===== src/rtl/serial_mux_pkg.sv =====
// Shared types and constants for the multi-serial channel arbiter.
// Error nibble layout per channel is {tx_rd,tx_wr,rx_rd,rx_wr}.
package serial_mux_pkg;

  typedef enum logic [2:0] {
    IDLE,
    RD,
    RX_HOLD,
    TX_REQ,
    WR
  } state_t;

  typedef enum logic {
    DIR_RX,
    DIR_TX
  } dir_t;

  localparam int TX_RD = 3;
  localparam int TX_WR = 2;
  localparam int RX_RD = 1;
  localparam int RX_WR = 0;

endpackage


===== src/rtl/serial_chan_arbiter_if.sv =====
// Host-side byte handshake bundle of the serial channel arbiter.
// master = arbiter side, slave = host side.
interface serial_chan_arbiter_if #(
  parameter int N_CHAN = 8,
  parameter int D_W    = 8
);
  localparam int CID_W = $clog2(N_CHAN);

  logic [D_W-1:0]   host_rx_data;
  logic [CID_W-1:0] host_rx_chan;
  logic             host_rx_valid;
  logic             host_rx_ready;
  logic             host_tx_req;
  logic [CID_W-1:0] host_tx_chan;
  logic [D_W-1:0]   host_tx_data;
  logic             host_tx_valid;
  logic             host_clear;
  logic [CID_W-1:0] host_clear_chan;

  modport master (
    output host_rx_data,
    output host_rx_chan,
    output host_rx_valid,
    input  host_rx_ready,
    output host_tx_req,
    output host_tx_chan,
    input  host_tx_data,
    input  host_tx_valid,
    input  host_clear,
    input  host_clear_chan
  );

  modport slave (
    input  host_rx_data,
    input  host_rx_chan,
    input  host_rx_valid,
    output host_rx_ready,
    input  host_tx_req,
    input  host_tx_chan,
    output host_tx_data,
    output host_tx_valid,
    output host_clear,
    output host_clear_chan
  );

endinterface


===== src/rtl/serial_chan_arbiter_picker.sv =====
// Combinational winner pick: highest priority, RX over TX on equal value,
// then round-robin from rr_ptr upward.
import serial_mux_pkg::*;

module prio_rr_picker #(
  parameter int N_CHAN = 8,
  parameter int PRIO_W = 3,
  parameter int CID_W  = 3
) (
  input  logic [N_CHAN*PRIO_W-1:0] prio_rx,
  input  logic [N_CHAN*PRIO_W-1:0] prio_tx,
  input  logic [CID_W-1:0]         rr_ptr,
  output logic                     valid,
  output logic [CID_W-1:0]         id,
  output dir_t                     dir
);

  logic [PRIO_W-1:0] best;
  logic [N_CHAN-1:0] rx_hit;
  logic [N_CHAN-1:0] tx_hit;
  logic [N_CHAN-1:0] hit;
  logic              found;
  int                j;

  always_comb begin
    best   = '0;
    rx_hit = '0;
    tx_hit = '0;
    hit    = '0;
    found  = 1'b0;
    j      = 0;
    id     = '0;
    for (int i = 0; i < N_CHAN; i++) begin
      if (prio_rx[i*PRIO_W +: PRIO_W] > best)
        best = prio_rx[i*PRIO_W +: PRIO_W];
      if (prio_tx[i*PRIO_W +: PRIO_W] > best)
        best = prio_tx[i*PRIO_W +: PRIO_W];
    end
    for (int i = 0; i < N_CHAN; i++) begin
      rx_hit[i] = (best != '0) &&
                  (prio_rx[i*PRIO_W +: PRIO_W] == best);
      tx_hit[i] = (best != '0) &&
                  (prio_tx[i*PRIO_W +: PRIO_W] == best);
    end
    valid = (|rx_hit) || (|tx_hit);
    dir   = (|rx_hit) ? DIR_RX : DIR_TX;
    hit   = (|rx_hit) ? rx_hit : tx_hit;
    // scan upward from rr_ptr, wrapping at N_CHAN
    for (int k = 0; k < N_CHAN; k++) begin
      j = int'(rr_ptr) + k;
      if (j >= N_CHAN)
        j = j - N_CHAN;
      if (!found && hit[j]) begin
        id    = CID_W'(j);
        found = 1'b1;
      end
    end
  end

endmodule


===== src/rtl/serial_chan_arbiter.sv =====
// Byte-bus arbiter for the multi-serial block: one RX or TX byte per grant.
// Optional TX host-wait timeout under SERIAL_ARB_TIMEOUT_EN.
import serial_mux_pkg::*;

module serial_chan_arbiter #(
  parameter int N_CHAN          = 8,
  parameter int D_W             = 8,
  parameter int PRIORITY_LEVELS = 8,
  parameter int TIMEOUT_CYC     = 1024,
  localparam int PRIO_W = $clog2(PRIORITY_LEVELS),
  localparam int CID_W  = $clog2(N_CHAN)
) (
  input  logic                     clk,
  input  logic                     rst_n,
  input  logic                     enable,
  input  logic [N_CHAN*PRIO_W-1:0] ch_prio_rx,
  input  logic [N_CHAN*PRIO_W-1:0] ch_prio_tx,
  input  logic [N_CHAN*4-1:0]      ch_errors,
  input  logic [N_CHAN*D_W-1:0]    ch_data_out,
  output logic [N_CHAN-1:0]        ch_active,
  output logic [N_CHAN-1:0]        ch_commit_read,
  output logic [N_CHAN-1:0]        ch_commit_write,
  output logic [N_CHAN-1:0]        ch_clear_flags,
  output logic [D_W-1:0]           ch_data_in,
  serial_chan_arbiter_if.master    host,
  output logic [N_CHAN-1:0]        err_mask,
  output logic                     err_any,
`ifdef SERIAL_ARB_TIMEOUT_EN
  output logic                     timeout_flag,
`endif
  output logic                     busy
);

  state_t            state;
  logic [CID_W-1:0]  rr_ptr;
  logic [CID_W-1:0]  id_q;
  logic [CID_W-1:0]  next_ptr;
  logic              pick_valid;
  logic [CID_W-1:0]  pick_id;
  dir_t              pick_dir;
  logic [N_CHAN-1:0] pick_oh;
  logic [N_CHAN-1:0] sel_oh;
  logic              tmo_hit;

  prio_rr_picker #(
    .N_CHAN (N_CHAN),
    .PRIO_W (PRIO_W),
    .CID_W  (CID_W)
  ) u_picker (
    .prio_rx (ch_prio_rx),
    .prio_tx (ch_prio_tx),
    .rr_ptr  (rr_ptr),
    .valid   (pick_valid),
    .id      (pick_id),
    .dir     (pick_dir)
  );

  always_comb begin
    pick_oh = '0;
    sel_oh  = '0;
    pick_oh[pick_id] = 1'b1;
    sel_oh[id_q]     = 1'b1;
  end

  always_comb begin
    err_mask = '0;
    for (int i = 0; i < N_CHAN; i++)
      err_mask[i] = ch_errors[i*4+TX_RD] |
                    ch_errors[i*4+TX_WR] |
                    ch_errors[i*4+RX_RD] |
                    ch_errors[i*4+RX_WR];
    err_any = |err_mask;
  end

  assign next_ptr = (id_q == CID_W'(N_CHAN-1)) ?
                    '0 : id_q + 1'b1;
  assign busy = (state != IDLE);

`ifdef SERIAL_ARB_TIMEOUT_EN
  localparam int TC_W = $clog2(TIMEOUT_CYC + 1);
  logic [TC_W-1:0] tcnt;

  assign tmo_hit = (state == TX_REQ) && !host.host_tx_valid &&
                   (tcnt == TC_W'(TIMEOUT_CYC - 1));

  always_ff @(posedge clk or negedge rst_n) begin
    if (!rst_n) begin
      tcnt         <= '0;
      timeout_flag <= 1'b0;
    end else begin
      if (enable && state == TX_REQ)
        tcnt <= tcnt + 1'b1;
      else
        tcnt <= '0;
      if (enable && tmo_hit)
        timeout_flag <= 1'b1;
      else if (host.host_clear)
        timeout_flag <= 1'b0;
    end
  end
`else
  assign tmo_hit = 1'b0;
`endif

  always_ff @(posedge clk or negedge rst_n) begin
    if (!rst_n) begin
      state              <= IDLE;
      rr_ptr             <= '0;
      id_q               <= '0;
      ch_active          <= '0;
      ch_commit_read     <= '0;
      ch_commit_write    <= '0;
      ch_data_in         <= '0;
      host.host_rx_data  <= '0;
      host.host_rx_chan  <= '0;
      host.host_rx_valid <= 1'b0;
      host.host_tx_req   <= 1'b0;
      host.host_tx_chan  <= '0;
    end else if (!enable) begin
      // abort: any latched byte is dropped, rr_ptr kept
      state              <= IDLE;
      ch_active          <= '0;
      ch_commit_read     <= '0;
      ch_commit_write    <= '0;
      host.host_rx_valid <= 1'b0;
      host.host_tx_req   <= 1'b0;
    end else begin
      unique case (state)
        IDLE: begin
          if (pick_valid) begin
            id_q      <= pick_id;
            ch_active <= pick_oh;
            if (pick_dir == DIR_RX) begin
              ch_commit_read <= pick_oh;
              state          <= RD;
            end else begin
              host.host_tx_req  <= 1'b1;
              host.host_tx_chan <= pick_id;
              state             <= TX_REQ;
            end
          end
        end
        RD: begin
          ch_active          <= '0;
          ch_commit_read     <= '0;
          host.host_rx_data  <= ch_data_out[id_q*D_W +: D_W];
          host.host_rx_chan  <= id_q;
          host.host_rx_valid <= 1'b1;
          state              <= RX_HOLD;
        end
        RX_HOLD: begin
          if (host.host_rx_ready) begin
            host.host_rx_valid <= 1'b0;
            rr_ptr             <= next_ptr;
            state              <= IDLE;
          end
        end
        TX_REQ: begin
          if (host.host_tx_valid) begin
            host.host_tx_req <= 1'b0;
            ch_data_in       <= host.host_tx_data;
            ch_commit_write  <= sel_oh;
            state            <= WR;
          end else if (tmo_hit) begin
            host.host_tx_req <= 1'b0;
            ch_active        <= '0;
            rr_ptr           <= next_ptr;
            state            <= IDLE;
          end
        end
        WR: begin
          ch_active       <= '0;
          ch_commit_write <= '0;
          rr_ptr          <= next_ptr;
          state           <= IDLE;
        end
        default: state <= IDLE;
      endcase
    end
  end

  // clear strobes bypass both the FSM and enable
  always_ff @(posedge clk or negedge rst_n) begin
    if (!rst_n) begin
      ch_clear_flags <= '0;
    end else begin
      ch_clear_flags <= '0;
      if (host.host_clear && (int'(host.host_clear_chan) < N_CHAN))
        ch_clear_flags[host.host_clear_chan] <= 1'b1;
    end
  end

endmodule


===== src/flat_wrapper.sv =====
// flat-port wrapper written by rule: the top's interface ports become plain ports
module serial_chan_arbiter_flat 
#(
  parameter int N_CHAN          = 8,
  parameter int D_W             = 8,
  parameter int PRIORITY_LEVELS = 8,
  parameter int TIMEOUT_CYC     = 1024,
  localparam int PRIO_W = $clog2(PRIORITY_LEVELS),
  localparam int CID_W  = $clog2(N_CHAN)
)
  (clk, rst_n, enable, ch_prio_rx, ch_prio_tx, ch_errors, ch_data_out, ch_active, ch_commit_read, ch_commit_write, ch_clear_flags, ch_data_in, err_mask, err_any, busy, host_host_rx_data, host_host_rx_chan, host_host_rx_valid, host_host_rx_ready, host_host_tx_req, host_host_tx_chan, host_host_tx_data, host_host_tx_valid, host_host_clear, host_host_clear_chan);
  serial_chan_arbiter_if #(.N_CHAN(N_CHAN), .D_W(D_W)) host_i ();
  input  logic clk;
  input  logic rst_n;
  input  logic enable;
  input  logic [N_CHAN*PRIO_W-1:0] ch_prio_rx;
  input  logic [N_CHAN*PRIO_W-1:0] ch_prio_tx;
  input  logic [N_CHAN*4-1:0] ch_errors;
  input  logic [N_CHAN*D_W-1:0] ch_data_out;
  output logic [N_CHAN-1:0] ch_active;
  output logic [N_CHAN-1:0] ch_commit_read;
  output logic [N_CHAN-1:0] ch_commit_write;
  output logic [N_CHAN-1:0] ch_clear_flags;
  output logic [D_W-1:0] ch_data_in;
  output logic [N_CHAN-1:0] err_mask;
  output logic err_any;
  output logic busy;
  output wire logic [$bits(host_i.host_rx_data)-1:0] host_host_rx_data;
  output wire logic [$bits(host_i.host_rx_chan)-1:0] host_host_rx_chan;
  output wire logic [$bits(host_i.host_rx_valid)-1:0] host_host_rx_valid;
  input wire logic [$bits(host_i.host_rx_ready)-1:0] host_host_rx_ready;
  output wire logic [$bits(host_i.host_tx_req)-1:0] host_host_tx_req;
  output wire logic [$bits(host_i.host_tx_chan)-1:0] host_host_tx_chan;
  input wire logic [$bits(host_i.host_tx_data)-1:0] host_host_tx_data;
  input wire logic [$bits(host_i.host_tx_valid)-1:0] host_host_tx_valid;
  input wire logic [$bits(host_i.host_clear)-1:0] host_host_clear;
  input wire logic [$bits(host_i.host_clear_chan)-1:0] host_host_clear_chan;
  assign host_host_rx_data = host_i.host_rx_data;
  assign host_host_rx_chan = host_i.host_rx_chan;
  assign host_host_rx_valid = host_i.host_rx_valid;
  assign host_i.host_rx_ready = host_host_rx_ready;
  assign host_host_tx_req = host_i.host_tx_req;
  assign host_host_tx_chan = host_i.host_tx_chan;
  assign host_i.host_tx_data = host_host_tx_data;
  assign host_i.host_tx_valid = host_host_tx_valid;
  assign host_i.host_clear = host_host_clear;
  assign host_i.host_clear_chan = host_host_clear_chan;
  serial_chan_arbiter #(.N_CHAN(N_CHAN), .D_W(D_W), .PRIORITY_LEVELS(PRIORITY_LEVELS), .TIMEOUT_CYC(TIMEOUT_CYC)) u_core (.clk(clk), .rst_n(rst_n), .enable(enable), .ch_prio_rx(ch_prio_rx), .ch_prio_tx(ch_prio_tx), .ch_errors(ch_errors), .ch_data_out(ch_data_out), .ch_active(ch_active), .ch_commit_read(ch_commit_read), .ch_commit_write(ch_commit_write), .ch_clear_flags(ch_clear_flags), .ch_data_in(ch_data_in), .host(host_i), .err_mask(err_mask), .err_any(err_any), .busy(busy));
endmodule

===== config.mk =====
export PLATFORM = sky130hd
export DESIGN_NAME = serial_chan_arbiter_flat
export DESIGN_NICKNAME = d
export VERILOG_FILES = /design/src/rtl/serial_mux_pkg.sv /design/src/rtl/serial_chan_arbiter_if.sv /design/src/rtl/serial_chan_arbiter_picker.sv /design/src/rtl/serial_chan_arbiter.sv /design/src/flat_wrapper.sv
export SDC_FILE = /design/constraint.sdc
export NUM_CORES = 1
export LEC_CHECK = 0
export ABC_AREA = 1
export CAP_MARGIN = 10
export CORE_ASPECT_RATIO = 2
export CORE_MARGIN = 10
export CORE_UTILIZATION = 48
export DETAILED_ROUTE_END_ITERATION = 10
export PLACE_DENSITY = 0.82
export SLEW_MARGIN = 20
export SYNTH_ARGS = -nofsm -noshare
export SYNTH_HDL_FRONTEND = slang
export SYNTH_SLANG_ARGS = --single-unit

===== constraint.sdc =====
create_clock -name clk -period 3.2 [get_ports clk]
set_input_delay 0.64 -clock clk [delete_from_list [all_inputs] [get_ports clk]]
set_output_delay 0.64 -clock clk [all_outputs]
set_load 0.01 [all_outputs]

==> results.md, run 1 <==
- The flow did not finish.
- The halt point of the flow is global routing.
- The first error in the log reads "[ERROR GRT-0232] Routing congestion too high. Check the congestion heatmap in the GUI".
- The most used flip-flop cell after synthesis is sky130_fd_sc_hd__dfrtp_1.
- After floorplanning, the core was divided into 63 placement rows.
- After synthesis, the most frequently instantiated cells are 376 x sky130_fd_sc_hd__nand2_1, 125 x sky130_fd_sc_hd__nand3_1, 118 x sky130_fd_sc_hd__inv_1, 86 x sky130_fd_sc_hd__nor2_1, 65 x sky130_fd_sc_hd__dfrtp_1.
- The number of clock buffers added by TritonCTS is 9.
- The warning count from the yosys run is 0.
- The global-route repair_timing pass left the worst setup endpoint at u_core.ch_commit_read[2]$_DFFE_PN0P_/D.
- After clock tree synthesis, the flow added hold-fix buffers numbering 0.
- Each instance of the synthesized netlist takes up on average 6.494 um^2.
- The die is 193.9 um tall.
- The number of storage elements in the synthesis netlist is 65.
- The proportion of register bits with asynchronous set or reset after synthesis is 100.0%.
- Yosys instantiated no cell more often than sky130_fd_sc_hd__nand2_1.
- The die outline width is 107.0 um.
- The number of instances in the synthesized netlist is approximately 1100.
- Buffers placed on the I/O ports in this run total 226.
- Summed over its instances, the top area cell type makes up between 20 and 25% of the synthesized netlist area.
- Summing the sequential cell areas from Yosys gives 22.40% of the chip area.
- The post-synthesis cell type count is 47.
- The number of nets handed over by synthesis was 1328.
- The total number of H-tree levels is 3.
- After global routing the overflow that remains totals 1566.
- The placed wire-length estimate is 26050 um.
- The root buffer cell is sky130_fd_sc_hd__clkbuf_16.
- The boundary pin count is 227.
- Ranked by total cell area, the synthesized netlist is headed by sky130_fd_sc_hd__dfrtp_1 22%, sky130_fd_sc_hd__nand2_1 19%, sky130_fd_sc_hd__nand3_1 8.6%.
- The initial cell density of the core is 49.00%.
- The routability congestion estimate from global placement is 1.011.
- The count of flip-flops with a built-in enable after synthesis is 0.
- After synthesis the cells add up to 0.007261 mm^2.
- The kind of pin the worst path terminates on is a sequential cell input.
- CTS saw 65 sinks.
- The maximum number of pins on one net before global-route repair is 45.
- In the global route stage, overall resource usage came out at 89.17%.
- The longest clock path from root to sink contains 2 buffers.
- The most area-hungry cell type in the Yosys netlist is sky130_fd_sc_hd__dfrtp_1.
logic make-up after synthesis:
family / share of synthesized area [%]
AO/OA/AOI/OAI: 9.702
XOR/XNOR: 1.689
adder cells (fa/ha/maj): 8.444
buffers and inverters: 8.530
flip-flops: 22.40
AND/OR/NAND/NOR: 49.23
timing repair:
action,CTS
resized for setup,141
cloned,3
setup endpoints to repair,25
pin swaps,97
buffers inserted,55
routing by layer:
layer  overflow  track usage, %
met5          0           8.906
met3          8           64.25
met4        242           99.90
met2       1306           121.6
met1         10           77.70
stage by stage:
step / setup WS [ns] / std cells / hold slack (ns) / setup TNS [ns] / area [um^2]
4_1_cts: -13.19 / 1854 / 0.2671 / -325.27 / 13480
3_3_place_gp: -13.93 / 1780 / 0.4600 / -344.97 / 12170
3_5_place_dp: -14.57 / 1780 / 0.4673 / -360.73 / 12170
2_1_floorplan: -13.05 / 1118 / 0.3444 / -322.98 / 7810
==> inputs of run 2 (changes only) <==
- CORE_ASPECT_RATIO: 2 -> unset
- CORE_UTILIZATION: 48 -> 40
- PLACE_DENSITY: 0.82 -> unset
- PLACE_DENSITY_LB_ADDON: unset -> 0.15
==> run 2 against run 1 <==
Effect of this change:
- the flow now finishes, with violations (negative setup slack)
- synthesized cell count did not move
- area after synthesis did not move
==> results.md, run 2 <==
- The classification of the worst-slack hold path is input port to async pin.
- In the routed design, unresolved DRC markers number 0.
- The maximum clock path buffer count is 2 (unchanged).
- The repair_antennas step left the layout with diodes totalling 0.
- The top cell types in the final layout, fill and taps aside, are 348 x sky130_fd_sc_hd__buf_4, 308 x sky130_fd_sc_hd__nand2_1, 218 x sky130_fd_sc_hd__clkdlybuf4s50_1.
- The worst setup path is captured at a flip-flop.
- The CTS tree is built.
- The via count of the first global-routing pass was 10460.
- The first global-routing pass estimated 50920 um of wire.
- met2 is the most crowded layer.
- The routability congestion estimate from global placement is 0.9162 (-9.3%).
- sky130_fd_sc_hd__nand2_1 is the most common cell in the netlist.
- The number of clock sinks is 65 (unchanged).
- The met1 routing resource usage after global routing is about 29%.
- The final critical path takes up 526.1% of the cycle.
- The final cell area excluding filler cells is approximately 0.014 mm^2.
- The layout-stage area growth over the synthesis result is 99.48%.
- The number of storage elements in the synthesis netlist is 65 (unchanged).
- The clock period minus final worst setup slack is between 15 and 20 ns.
- The area share of fa/ha/maj cells after synthesis is 8.444% (unchanged).
- The worst setup path is launched from an input port.
- The mux share of post-synthesis cell area is 0% (unchanged).
- The area of the core is approximately 0.018 mm^2.
- At the end of the flow the core is filled with cells to 80.91%.
- The quantity of hold-fixing buffers added after cts was 0 (unchanged).
- The post-route worst setup slack is -13.64 ns.
- The count of flip-flops with a built-in enable after synthesis was 0 (unchanged).
- Global routing used 25.22% of the available tracks.
- The checks that failed: negative setup slack.
- The number of instances in the synthesized netlist came to 1118 (unchanged).
- The overall die height was 154.7 um (-20%).
- Wires add up to 32690 um.
- After synthesis, the largest family of logic cells by area is simple AND/OR/NAND/NOR gates.
- The count of maximum capacitance violations is 0.
- The row count is 49 (-22%).
- The number of nets in the synthesized netlist is 1328 (unchanged).
- Data on the critical path arrives at its endpoint at 17.05 ns.
- The number of clock buffers inserted by TritonCTS is 9 (unchanged).
- The share of the yosys chip area belonging to registers came to 22.40% (unchanged).
- The most common library cell in the layout ignoring fill and taps is sky130_fd_sc_hd__buf_4.
- The total number of H-tree levels was 3 (unchanged).
- The setup slack at placement is -14.47 ns (+0.09790 ns).
- The largest fanout on the critical path is 6.
- The final antenna-violating net count is 0.
- The clock skew after layout is 0.008922 ns.
- The post-synthesis area per instance is 6.494 um^2 (unchanged).
- The root buffer cell is sky130_fd_sc_hd__clkbuf_16.
- The synthesized area was 0.007261 mm^2 (unchanged).
- After detailed routing, the number of vias per cell comes to 5.259.
- The most area-hungry cell type in the Yosys netlist is sky130_fd_sc_hd__dfrtp_1.
- The detailed-route via count is 10250.
- The fraction of the mapped netlist area in compound gates was 9.702% (unchanged).
- The initial antenna violation count is 0.
- The worst register-to-register path has a depth of 14.
- For this run, the leading register cell type out of synthesis is sky130_fd_sc_hd__dfrtp_1.
- The total count of hold-check failures in the final report is 0.
- The count of final max-slew check failures is 0.
- The share of the synthesized area in the top cell type came to 22.40% (unchanged).
- The warning count from the yosys run was 0 (unchanged).
- The flow ran to the end, but the final reports show violations.
- The worst max-slew margin expressed relative to the limit is roughly two fifths.
- The detail-routed net length per standard cell is about 17 um.
- For the worst-skew pair, the clock arrives at the later sink with an insertion delay of around 0.33 ns.
- For this run, the slowest stage of the critical path takes 0.29 ns.
- The placed wire-length estimate is 22740 um (-13%).
- The placed instance area is 0.01224 mm^2 (+0.60%).
- In the final layout, the share of cells above drive strength 1 is 43.37%.
- The startpoint-to-endpoint class of the critical path is input port to flip-flop.
- The setup-violating endpoint count in the final report is 25.
- The initial cell density of the core is 40.56% (-8.4 points).
- By count the netlist is led by 376 x sky130_fd_sc_hd__nand2_1, 125 x sky130_fd_sc_hd__nand3_1, 118 x sky130_fd_sc_hd__inv_1, 86 x sky130_fd_sc_hd__nor2_1, 65 x sky130_fd_sc_hd__dfrtp_1.
- The clock-pin transition on the worst setup and hold timing paths is 0.06 ns.
- The required time of the critical path is 3.42 ns.
- The worst-margin pin slew is 0.9124 ns.
- The area of the die is 0.02394 mm^2.
- The cell with the largest stage delay on the worst path is sky130_fd_sc_hd__ha_4.
- Entering global routing, the biggest net connects 35 pins.
- Before antenna repair, the detailed router went through 5 iterations.
- The xor-xnor portion of the synthesized cell area is 1.689% (unchanged).
- The proportion of register bits with asynchronous set or reset after synthesis is 100.0% (unchanged).
- The total of buffers placed on input and output ports was 226 (unchanged).
- In the global route stage, met2 resource usage came out at 45.15%.
- The worst hold slack is 0.2921 ns.
- After the first detailed-routing iteration, the DRC count stood at 685.
- The total overflow left after global routing is 0.
- The share of synthesized cell area in and, or, nand and nor gates is 49.23% (unchanged).
- For this run, the post-layout net count is a little under 2000.
- For this run, global-route usage on met3 was measured as 6.545%.
- The post-synthesis cell type count is 47 (unchanged).
- The fmax is 0.05940 GHz.
- Setup repair after global routing could not meet its margin everywhere.
- The boundary pin count is 227 (unchanged).
- The die outline width came to 154.7 um (+45%).
- After synthesis, the cell types taking the most area are sky130_fd_sc_hd__dfrtp_1 22%, sky130_fd_sc_hd__nand2_1 19%, sky130_fd_sc_hd__nand3_1 8.6%.
run 2: worst max-delay path: cells and delay by family:
kind,cells,cell delay [ns]
AOI/OAI and AO/OA,19,2.38
adders and majority gates,14,3.25
and+or+nand+nor,75,7.46
buffers and inverters,36,3.28
run 2: metrics by stage:
stage,cells,setup TNS [ns]
final,1949,-337.24
after global routing,1949,-359.38
after CTS,1928,-321.02
after detailed placement,1818,-358.02
after global placement,1818,-343.33
after floorplan,1118,-322.98
run 2: layer usage:
layer	part of all wire (%)	vias to the layer above
li1	-	4919
met1	39	4811
met2	50	435
met3	7.9	84
met4	3.2	0
met5	0	-
run 2: area by class of cell:
type / instances / area [um^2]
Multi-Input combinational cell: 908 / 6515
Sequential cell: 65 / 1627
Inverter: 129 / 506.7
Clock inverter: 5 / 85.08
Timing Repair inverter: 1 / 3.754
Timing Repair Buffer: 601 / 5207
Tap cell: 229 / 286.5
Fill cell: 1123 / 3418
Clock buffer: 11 / 252.7
run 2: cells by family (layout without fill, tap and decap cells):
group / count (synthesis) / in the layout
AO/OA/AOI/OAI: 112 / 112
XOR/XNOR: 14 / 14
adder cells (fa/ha/maj): 49 / 49
buffers and inverters: 150 / 747
flip-flops: 65 / 65
AND/OR/NAND/NOR: 728 / 733
run 2: worst paths after layout:
path                                                  start                     endpoint  slack (ns)
worst max register to register             u_core.rr_ptr[0]          u_core.ch_active[6]        0.37
min in group clk                u_core.host.host_rx_data[3]  u_core.host.host_rx_data[3]        0.47
max in group asynchronous                             rst_n  u_core.host.host_tx_chan[1]        2.08
worst min register to register  u_core.host.host_rx_data[3]  u_core.host.host_rx_data[3]        0.47
worst max-delay path                          ch_prio_tx[2]          u_core.ch_active[4]      -13.64
worst min-delay path                                  rst_n  u_core.host.host_rx_data[1]        0.29
run 2: repair_timing:
action / 4_1_cts / 5_1_grt
pin swaps: 129 / 82
gates resized for setup: 152 / 99
endpoints found under the setup margin: 26 / 25
gates cloned: 6 / 1
setup buffers: 89 / 21
hold endpoints to repair: 0 / 0
Power of run 2 is left out: the tool's default activity adds up to more than one toggle a clock period on the data nets, which glitch-free logic cannot reach.
